===== config.mk =====
export PLATFORM = sky130hd
export DESIGN_NAME = resize_nearest_rd_ctrl
export DESIGN_NICKNAME = d
export VERILOG_FILES = /design/src/rtl/resize_nearest_rd_ctrl.sv
export SDC_FILE = /design/constraint.sdc
export NUM_CORES = 1
export LEC_CHECK = 0
export ABC_AREA = 1
export BUFFER_PORTS_ARGS = -buffer_cell sky130_fd_sc_hd__clkbuf_2
export CAP_MARGIN = 0
export CORE_AREA = 2 2 155 157
export DETAILED_ROUTE_END_ITERATION = 8
export DIE_AREA = 0 0 157 159
export GPL_TIMING_DRIVEN = 0
export PLACE_DENSITY_LB_ADDON = 0.2
export SYNTH_ARGS = -nofsm -noshare
export SYNTH_HDL_FRONTEND = slang
export SYNTH_SLANG_ARGS = --single-unit
export TNS_END_PERCENT = 10

===== constraint.sdc =====
create_clock -name clk -period 11.5 [get_ports clk]
set_input_delay 1.15 -clock clk [delete_from_list [all_inputs] [get_ports clk]]
set_output_delay 1.15 -clock clk [all_outputs]
set_load 0.02 [all_outputs]

===== src/rtl/resize_nearest_rd_ctrl.sv =====
// Nearest-neighbour resize read controller.
// Walks the destination raster, maps each output pixel back to a source
// (row, column) with fixed-point accumulators, and issues line-buffer reads.
// It also frees each source row once no later output row needs it.
// Optional feature macro: RESIZE_RD_CTRL_MARKER_EN adds sof_o/eol_o markers.
// The markers are delayed two cycles to line up with the line buffer's valid_o.
// When the macro is undefined, sof_o and eol_o are tied low.
module resize_nearest_rd_ctrl #(
   parameter int FRAC_BITS = 16
) (
   input  logic                   clk,
   input  logic                   reset_n,
   input  logic [10:0]            src_width,
   input  logic [10:0]            src_height,
   input  logic [10:0]            dst_width,
   input  logic [10:0]            dst_height,
   input  logic [11+FRAC_BITS-1:0] x_step,
   input  logic [11+FRAC_BITS-1:0] y_step,
   input  logic                   start,
   input  logic                   rd_ready,
   output logic                   rd_en,
   output logic [10:0]            rd_addr,
   output logic                   rd_finish,
   output logic                   busy,
   output logic                   frame_done,
   output logic                   sof_o,
   output logic                   eol_o
);

   localparam int ACC_W = 11 + FRAC_BITS;

   typedef enum logic [2:0] {
      IDLE, WAIT_ROW, READ_ROW, ROW_END, RELEASE, SETTLE, DRAIN, DONE
   } state_t;

   state_t           state, ret_state;
   logic [10:0]      src_w_q, src_h_q, dst_w_q, dst_h_q;
   logic [ACC_W-1:0] x_step_q, y_step_q;
   logic [ACC_W-1:0] acc_x, acc_y;
   logic [10:0]      dst_x, dst_y, cur_row;
   logic [10:0]      src_x, src_y;
   logic             row_go;

   // Accumulators stick at full scale instead of wrapping; the clamp below
   // then pins the index to the last source pixel.
   function automatic logic [ACC_W-1:0] sat_add(input logic [ACC_W-1:0] a,
                                                input logic [ACC_W-1:0] b);
      logic [ACC_W:0] s;
      s = {1'b0, a} + {1'b0, b};
      return s[ACC_W] ? {ACC_W{1'b1}} : s[ACC_W-1:0];
   endfunction

   function automatic logic [10:0] clamp_idx(input logic [ACC_W-1:0] acc,
                                             input logic [10:0]      size);
      logic [10:0] idx;
      logic [10:0] lim;
      idx = acc[ACC_W-1:FRAC_BITS];
      lim = size - 11'd1;
      return (idx > lim) ? lim : idx;
   endfunction

   assign src_x  = clamp_idx(acc_x, src_w_q);
   assign src_y  = clamp_idx(acc_y, src_h_q);
   // Buffer head already holds the needed row: start reading it this cycle.
   assign row_go = (state == WAIT_ROW) && rd_ready && (src_y <= cur_row);

   // Frame sequencer: raster walk, row release and frame completion.
   always_ff @(posedge clk or negedge reset_n) begin
      if (!reset_n) begin
         state      <= IDLE;
         ret_state  <= IDLE;
         src_w_q    <= '0;
         src_h_q    <= '0;
         dst_w_q    <= '0;
         dst_h_q    <= '0;
         x_step_q   <= '0;
         y_step_q   <= '0;
         acc_x      <= '0;
         acc_y      <= '0;
         dst_x      <= '0;
         dst_y      <= '0;
         cur_row    <= '0;
         rd_en      <= 1'b0;
         rd_addr    <= '0;
         rd_finish  <= 1'b0;
         busy       <= 1'b0;
         frame_done <= 1'b0;
      end else begin
         rd_finish  <= 1'b0;
         frame_done <= 1'b0;
         case (state)
            IDLE: begin
               if (start) begin
                  src_w_q  <= src_width;
                  src_h_q  <= src_height;
                  dst_w_q  <= dst_width;
                  dst_h_q  <= dst_height;
                  x_step_q <= x_step;
                  y_step_q <= y_step;
                  acc_x    <= '0;
                  acc_y    <= '0;
                  dst_x    <= '0;
                  dst_y    <= '0;
                  cur_row  <= '0;
                  busy     <= 1'b1;
                  state    <= (dst_width == 11'd0 || dst_height == 11'd0) ? DRAIN : WAIT_ROW;
               end
            end
            WAIT_ROW: begin
               if (row_go) begin
                  rd_en   <= 1'b1;
                  rd_addr <= src_x;
                  acc_x   <= sat_add(acc_x, x_step_q);
                  dst_x   <= 11'd1;
                  state   <= READ_ROW;
               end else if (rd_ready) begin
                  rd_finish <= 1'b1;
                  ret_state <= WAIT_ROW;
                  state     <= RELEASE;
               end
            end
            READ_ROW: begin
               if (dst_x == dst_w_q) begin
                  rd_en   <= 1'b0;
                  rd_addr <= '0;
                  state   <= ROW_END;
               end else begin
                  rd_addr <= src_x;
                  acc_x   <= sat_add(acc_x, x_step_q);
                  dst_x   <= dst_x + 11'd1;
               end
            end
            ROW_END: begin
               acc_x <= '0;
               dst_x <= '0;
               acc_y <= sat_add(acc_y, y_step_q);
               dst_y <= dst_y + 11'd1;
               state <= ((dst_y + 11'd1) == dst_h_q) ? DRAIN : WAIT_ROW;
            end
            RELEASE: begin
               cur_row <= cur_row + 11'd1;
               state   <= SETTLE;
            end
            // rd_ready still reflects the row just released; skip one cycle.
            SETTLE: state <= ret_state;
            DRAIN: begin
               if (cur_row < src_h_q) begin
                  if (rd_ready) begin
                     rd_finish <= 1'b1;
                     ret_state <= DRAIN;
                     state     <= RELEASE;
                  end
               end else begin
                  frame_done <= 1'b1;
                  state      <= DONE;
               end
            end
            DONE: begin
               busy  <= 1'b0;
               state <= IDLE;
            end
            default: state <= IDLE;
         endcase
      end
   end

`ifdef RESIZE_RD_CTRL_MARKER_EN
   logic sof_p0, sof_p1, sof_p2;
   logic eol_p0, eol_p1, eol_p2;

   // Markers generated in step with rd_en, then delayed to match valid_o.
   always_ff @(posedge clk or negedge reset_n) begin
      if (!reset_n) begin
         sof_p0 <= 1'b0;
         eol_p0 <= 1'b0;
      end else begin
         sof_p0 <= row_go && (dst_y == 11'd0);
         eol_p0 <= (row_go && (dst_w_q == 11'd1)) ||
                   ((state == READ_ROW) && (dst_x != dst_w_q) &&
                    ((dst_x + 11'd1) == dst_w_q));
      end
   end

   // ---- stage p0 -> p1 -> p2: two-cycle line-buffer read latency ----
   always_ff @(posedge clk or negedge reset_n) begin
      if (!reset_n) begin
         sof_p1 <= 1'b0;
         sof_p2 <= 1'b0;
         eol_p1 <= 1'b0;
         eol_p2 <= 1'b0;
      end else begin
         sof_p1 <= sof_p0;
         sof_p2 <= sof_p1;
         eol_p1 <= eol_p0;
         eol_p2 <= eol_p1;
      end
   end

   assign sof_o = sof_p2;
   assign eol_o = eol_p2;
`else
   assign sof_o = 1'b0;
   assign eol_o = 1'b0;
`endif

endmodule


### Yosys cells after proc, flatten, opt, wreduce, memory -nomap -nowiden

Cells that the tools add are included.

* register bits after elaboration: 206
* input port bits: 102
* word-level logic and storage cells: 109

* $add $sub $neg: 7
* $lt $le $gt $ge: 4
* equality and inequality tests: 17
* mux-type cells: 42
* reductions and logical operators: 21

Operators by type and width (number)
* 2-to-1 mux 27 bit: 5
* case mux 27 bit (4 select lines): 1
* 2-to-1 mux 11 bit: 7
* case mux 11 bit (2 select lines): 3
* adder 27 x 27 -> 28 bit: 2
* case mux 27 bit (2 select lines): 1
* case mux 11 bit (4 select lines): 1
* adder 11 x 1 -> 11 bit (second input constant): 3
* 2-to-1 mux 3 bit: 11
* case mux 3 bit (8 select lines): 1
* == test 11 bit: 2
* > comparator 11 bit: 2
* zero test 11 bit: 2
* subtractor 11 x 1 -> 11 bit (second input constant): 2
* != test 2 bit (second input constant): 8
* == test 3 bit (second input constant): 4
* AND reduction 2 bit: 6
* less-or-equal comparator 11 bit: 1
* less-than comparator 11 bit: 1
* nonzero test 2 bit: 5
* 2-to-1 mux 1 bit: 8
* == test 3 x 2 -> 1 bit (second input constant): 2
* case mux 1 bit (2 select lines): 3
* case mux 3 bit (2 select lines): 1
* 8 further kinds: 9

### Depth between registers and ports, before layout

* depth in word-level cells: 7
* depth in mapped cells: 29
* depth with buffers taken out: 28

### Worst setup path before layout

OpenSTA, ideal clock, no wires.

* path type: register -> register
* from: register src_h_q[0]
* to: register acc_x[13]
* arrival: 3.956 ns
* required time: 11.384 ns
* slack: 7.428 ns
* stages on the path, launching flop included: 28
* buffers on the path: 3
* cells stage by stage: dfrtp_1 inv_1 ha_1 nand3_1 nor3_1 and3_1 nand3_1 xor2_1 ha_1 nand2_1 nor4_1 nand4_1 nand2_1 clkbuf_1 o21ai_0 ha_1 nand2_1 nor2_1 and2_1 nand2_1 nand3_1 nand2_1 nand3_2 nand2_1 buf_4 buf_6 nand2_1 nand2_1

* longest elaborated chain between the ends: 7

Ends and longest elaborated chain
* start, declared: line 37 `logic [10:0] src_w_q, src_h_q, dst_w_q, dst_h_q;`
* start signal, assigned: line 95 `src_h_q <= src_height;`
* subtractor 11 x 1 -> 11 bit (*): line 58 `lim = size - 11'd1;`
* > comparator 11 bit: line 59 `return (idx > lim) ? lim : idx;`
* 2-to-1 mux 11 bit (*): line 59
* less-or-equal comparator 11 bit (*): line 65 `assign row_go = (state == WAIT_ROW) && rd_ready && (src_y <= cur_row);`
* logical AND 1 bit (*): line 65
* != test 2 bit (no line) (*)
* AND reduction 4 bit (no line) (*)
* end signal, assigned: line 113 `acc_x <= sat_add(acc_x, x_step_q);`
* end signal, assigned: line 129 `acc_x <= sat_add(acc_x, x_step_q);`
* end, declared: line 39 `logic [ACC_W-1:0] acc_x, acc_y;`

Mark *: on every way between the ends. The rest lies on a longest branch, timed or not.
A chain may end at the register's enable or synchronous reset.

### Worst setup path after layout

* from: register src_h_q[0]
* to: register dst_x[6]

* longest elaborated chain between the ends: 7

Ends and longest elaborated chain
* subtractor 11 x 1 -> 11 bit (*): line 58
* > comparator 11 bit: line 59
* 2-to-1 mux 11 bit (*): line 59
* less-or-equal comparator 11 bit (*): line 65
* logical AND 1 bit (*): line 65
* != test 2 bit (no line) (*)
* AND reduction 4 bit (no line) (*)
* end signal, assigned: line 130 `dst_x <= dst_x + 11'd1;`
* end, declared: line 40 `logic [10:0] dst_x, dst_y, cur_row;`

Marks and branches as above.

==> results.toml <==
[run_status]
status = "finished, final reports clean"

[yosys]
synth_cells = 1888
synth_largest_area_cell = "dfrtp_1"
synth_seq_cells = 205
syn_area_per_cell_um2 = 7.261
ys_warn_count = 0
ys_types = 51
synth_area_mm2 = 0.01371
synthTopCellsByArea = "dfrtp_1 (37%), nand2_1 (18%), ha_1 (9.3%)"
yosysSeqAreaShare_pct = 37.42
synth_top_area_share_pct = 37.42

[finish]
fillers = 2077
final_nets = 2239
finalInstanceArea_mm2 = 0.01555
drive_gt1_share_pct = 12.35
syn_to_final_growth_pct = 13.42
multi_input_area_mm2 = 0.007697
diodes = 0
seq_area_mm2 = 0.005130

[global_routing]
grt_max_degree = 113
grt_pass1_vias = 13050
grt_pass1_wl_um = 62610
grt_use_total_pct = 31.17
antenna_found_initial = 0
gr-total-overflow = 0

[cts]
hold_buffers = 0
clk_transition_reported_paths_ps = 60
clockRootBuffer = "clkbuf_16"
clk_latency_ps = 520
h-tree-depth = 1
clock-sinks = 205
post-cts-setup-buffers = 0
cts_buffers = 25
post_cts_resized = 0
clock_path_buffers = 3
cts_tree = "done"

[setup_path]
critical_path.slowest_cell = "dfrtp_1"
cp-end-kind = "register"
start_kind = "register"
crit_chain = "inv_1, ha_1, nand3_1, nor3_1, and3_1, nand3_1, xor2_1, ha_1, nand2_1, nor4_1, nand4_1, nand2_1, clkbuf_1, o21ai_0, ha_1, nand2_1, nor2_1, and2_1, nand4_1, nand2_1, nand3_2, a21oi_2, buf_4, o21ai_0"
cp.arrival_ps = 5390
r2r-start = "src_h_q[0]"
cp_common_cell = "nand2_1"
r2r_end = "dst_x[6]"
crit_family = "simple AND/OR/NAND/NOR gates"
worst-r2r-cell-count = 24
slowest_delay_ps = 350
crit_buf_inv = 3
worstPathRequired_ps = 11890
path_class = "reg -> reg"
cp_max_fo = 10
worst-r2r-setup-slack_ps = 6500

[sta]
clock.fmax_ghz = 0.2000
fin_worst_skew_ps = 13.13
setup_viol = 0
min_period_over_period_pct = 43.47
rsz0062_at_grt = "no"
worstMarginPinSlew_ps = 759.9
report.final.slew_viol_count = 0
fin_crit_ps = 4999
hold_viol_final = 0
finalSetupTns_ps = 0
slew_headroom_pct = 49.34

[pwr]
internal_power_uw = 2312
p_clk_share_pct = 18.0
share_seq_of_total_power_pct = 27.8
p_sw_uw = 2093
power_density_mw_per_mm2 = 283.3
p_leak_uw = 0.008145
ir_worst_vdd_uv = 171.7
swShare_pct = 47.51
power_frac_comb_pct = 54.2

[drt]
drt_iter0_markers = 854
vias_per_cell = 5.500
ant_nets = 0
wl_um = 38240
wl_per_cell_um = 16.15
drc = 0
vias = 13020
firstDrtPassIters = 5

[min_path]
worstHoldStart = "y_step_q[8]"
hold_class = "reg -> reg"
whs_endpoint = "y_step_q[8]"
hold_depth = 2

[floorplan]
initial_utilization_pct = 59.11
die_area_mm2 = 0.02496
coreArea_mm2 = 0.02319
fp.dieH_um = 159
chipWidth_um = 157
ioPinCount = 119
core.rowCount = 56

[job]
max_cap_violations = 0

[place]
place_congestion = 0.9721
io_buffers = 116
dp_hpwl_um = 29600
placedInstanceArea_mm2 = 0.01473
[cell usage after synthesis (all sizes together)]
cell type / instances
inv: 166
nor4: 12
nand3: 96
dfrtp: 205
a31oi: 1
nand2: 675
and3: 1
nand3b: 4
and2: 4
o21bai: 6
o31ai: 1
a21o: 5
a31o: 6
nor3: 32
o2111ai: 2
nor2: 133
conb: 1
o21ai: 161
xor2: 45
clkbuf: 9
buf: 36
o32ai: 1
nand4: 35
xnor2: 8
ha: 102
o21a: 5
a21boi: 1
o211ai: 4
or2: 5
or3: 1
fa: 2
a211oi: 3
a21oi: 110
o22ai: 9
a2111oi: 1
[registers in the layout, indices dropped and copies added (netlist names)]
| signal | cells |
|---|---|
| frame_done | 1 |
| dst_h_q | 11 |
| dst_y | 11 |
| cur_row | 11 |
| rd_addr | 11 |
| acc_y | 27 |
| src_h_q | 11 |
| ret_state | 2 |
| rd_en | 1 |
| rd_finish | 1 |
| acc_x | 27 |
| busy | 1 |
| y_step_q | 27 |
| dst_w_q | 11 |
| x_step_q | 27 |
| dst_x | 11 |
| state | 3 |
| src_w_q | 11 |
[cell families (layout without fill, tap and decap cells)]
family          Yosys count  in the layout  synth area share, %
buf+inv                 211            371                6.462
compound gates          316            316                12.53
simple gates            998            998                30.57
xor+xnor                 53             53                3.386
fa+ha+maj               104            104                9.601
other cells               1              2              0.02735
flops                   205            205                37.42
[worst reg2reg max path: stages, from the launching register on]
cell and delay, ps:
dfrtp_1 350, inv_1 190, ha_1 230, nand3_1 110, nor3_1 290, and3_1 270
nand3_1 100, xor2_1 170, ha_1 300, nand2_1 90, nor4_1 310, nand4_1 140
nand2_1 120, clkbuf_1 330, o21ai_0 170, ha_1 290, nand2_1 60, nor2_1 140
and2_1 160, nand4_1 80, nand2_1 140, nand3_2 170, a21oi_2 320, buf_4 240
o21ai_0 110
[power by group through the flow]
stage	clock (uW)	combinational, uW	sequential [uW]
global route	829	2720	1260
finish	792	2390	1220
floorplan	0	1740	1180
detailed placement	0	2360	1230
global placement	0	2290	1220
CTS	797	2380	1220
[cells in the final DEF (no fill, tap or decap), types with 5 or more instances in the layout]
| cell | count |
|---|---|
| o21a_1 | 5 |
| clkinv_2 | 5 |
| nand3_2 | 9 |
| inv_1 | 149 |
| o21ai_1 | 8 |
| xor2_1 | 45 |
| ha_1 | 102 |
| nand2_2 | 9 |
| nor2_2 | 5 |
| inv_2 | 17 |
| a21o_1 | 5 |
| a21oi_1 | 108 |
| nor3_1 | 30 |
| buf_2 | 21 |
| clkbuf_8 | 7 |
| clkbuf_16 | 25 |
| nor2_1 | 125 |
| a31o_2 | 6 |
| nor4_1 | 11 |
| o21ai_0 | 150 |
| dfrtp_1 | 205 |
| xnor2_1 | 8 |
| clkbuf_2 | 115 |
| nand4_1 | 35 |
| o22ai_1 | 9 |
| nand2_1 | 666 |
| clkbuf_1 | 12 |
| nand3_1 | 87 |
| o21bai_1 | 6 |
| buf_4 | 10 |
[area by class of cell]
class,count,share of cell area (%)
plain buffers,45,1.690
repair buffers,117,3.967
clock inverters,9,0.6438
well taps,319,2.567
flip-flops and latches,205,32.99
clock buffers,34,4.627
multi-input cells,1473,49.50
inverters,166,4.007
[per-layer routing]
layer | wire, um | vias up | global-route usage [%] | share of wire, %
met5 | 0 | - | 0 | 0
met4 | 1754 | 0 | 14.18 | 4.6
met3 | 1830 | 100 | 3.838 | 4.8
met2 | 18900 | 373 | 54.82 | 49
met1 | 15750 | 6062 | 37.96 | 41
li1 | - | 6488 | - | -
[worst max-delay path by stage]
stage          startpoint  depth (start not counted)          to
2_1_floorplan  src_h_q[0]                         27   acc_x[13]
3_3_place_gp      reset_n                          1  dst_h_q[5]
3_5_place_dp   src_h_q[0]                         24    dst_x[2]
4_1_cts        src_h_q[0]                         24    acc_x[1]
5_1_grt        src_h_q[0]                         27  rd_addr[2]
6_report       src_h_q[0]                         24    dst_x[6]
[through the flow]
stage	utilization (%)	std cells	total power (uW)	worst slack (ps)	hold WS [ps]
6_report	67.04	2368	4405	6501	476.1
5_1_grt	67.04	2368	4803	6082	498.8
4_1_cts	67.04	2368	4397	6524	477.3
3_5_place_dp	63.51	2325	3588	6537	464.1
3_3_place_gp	63.35	2324	3508	5329	458.8
2_1_floorplan	-	1889	2922	7428	445.9
Power figures use the tool's default switching activity.
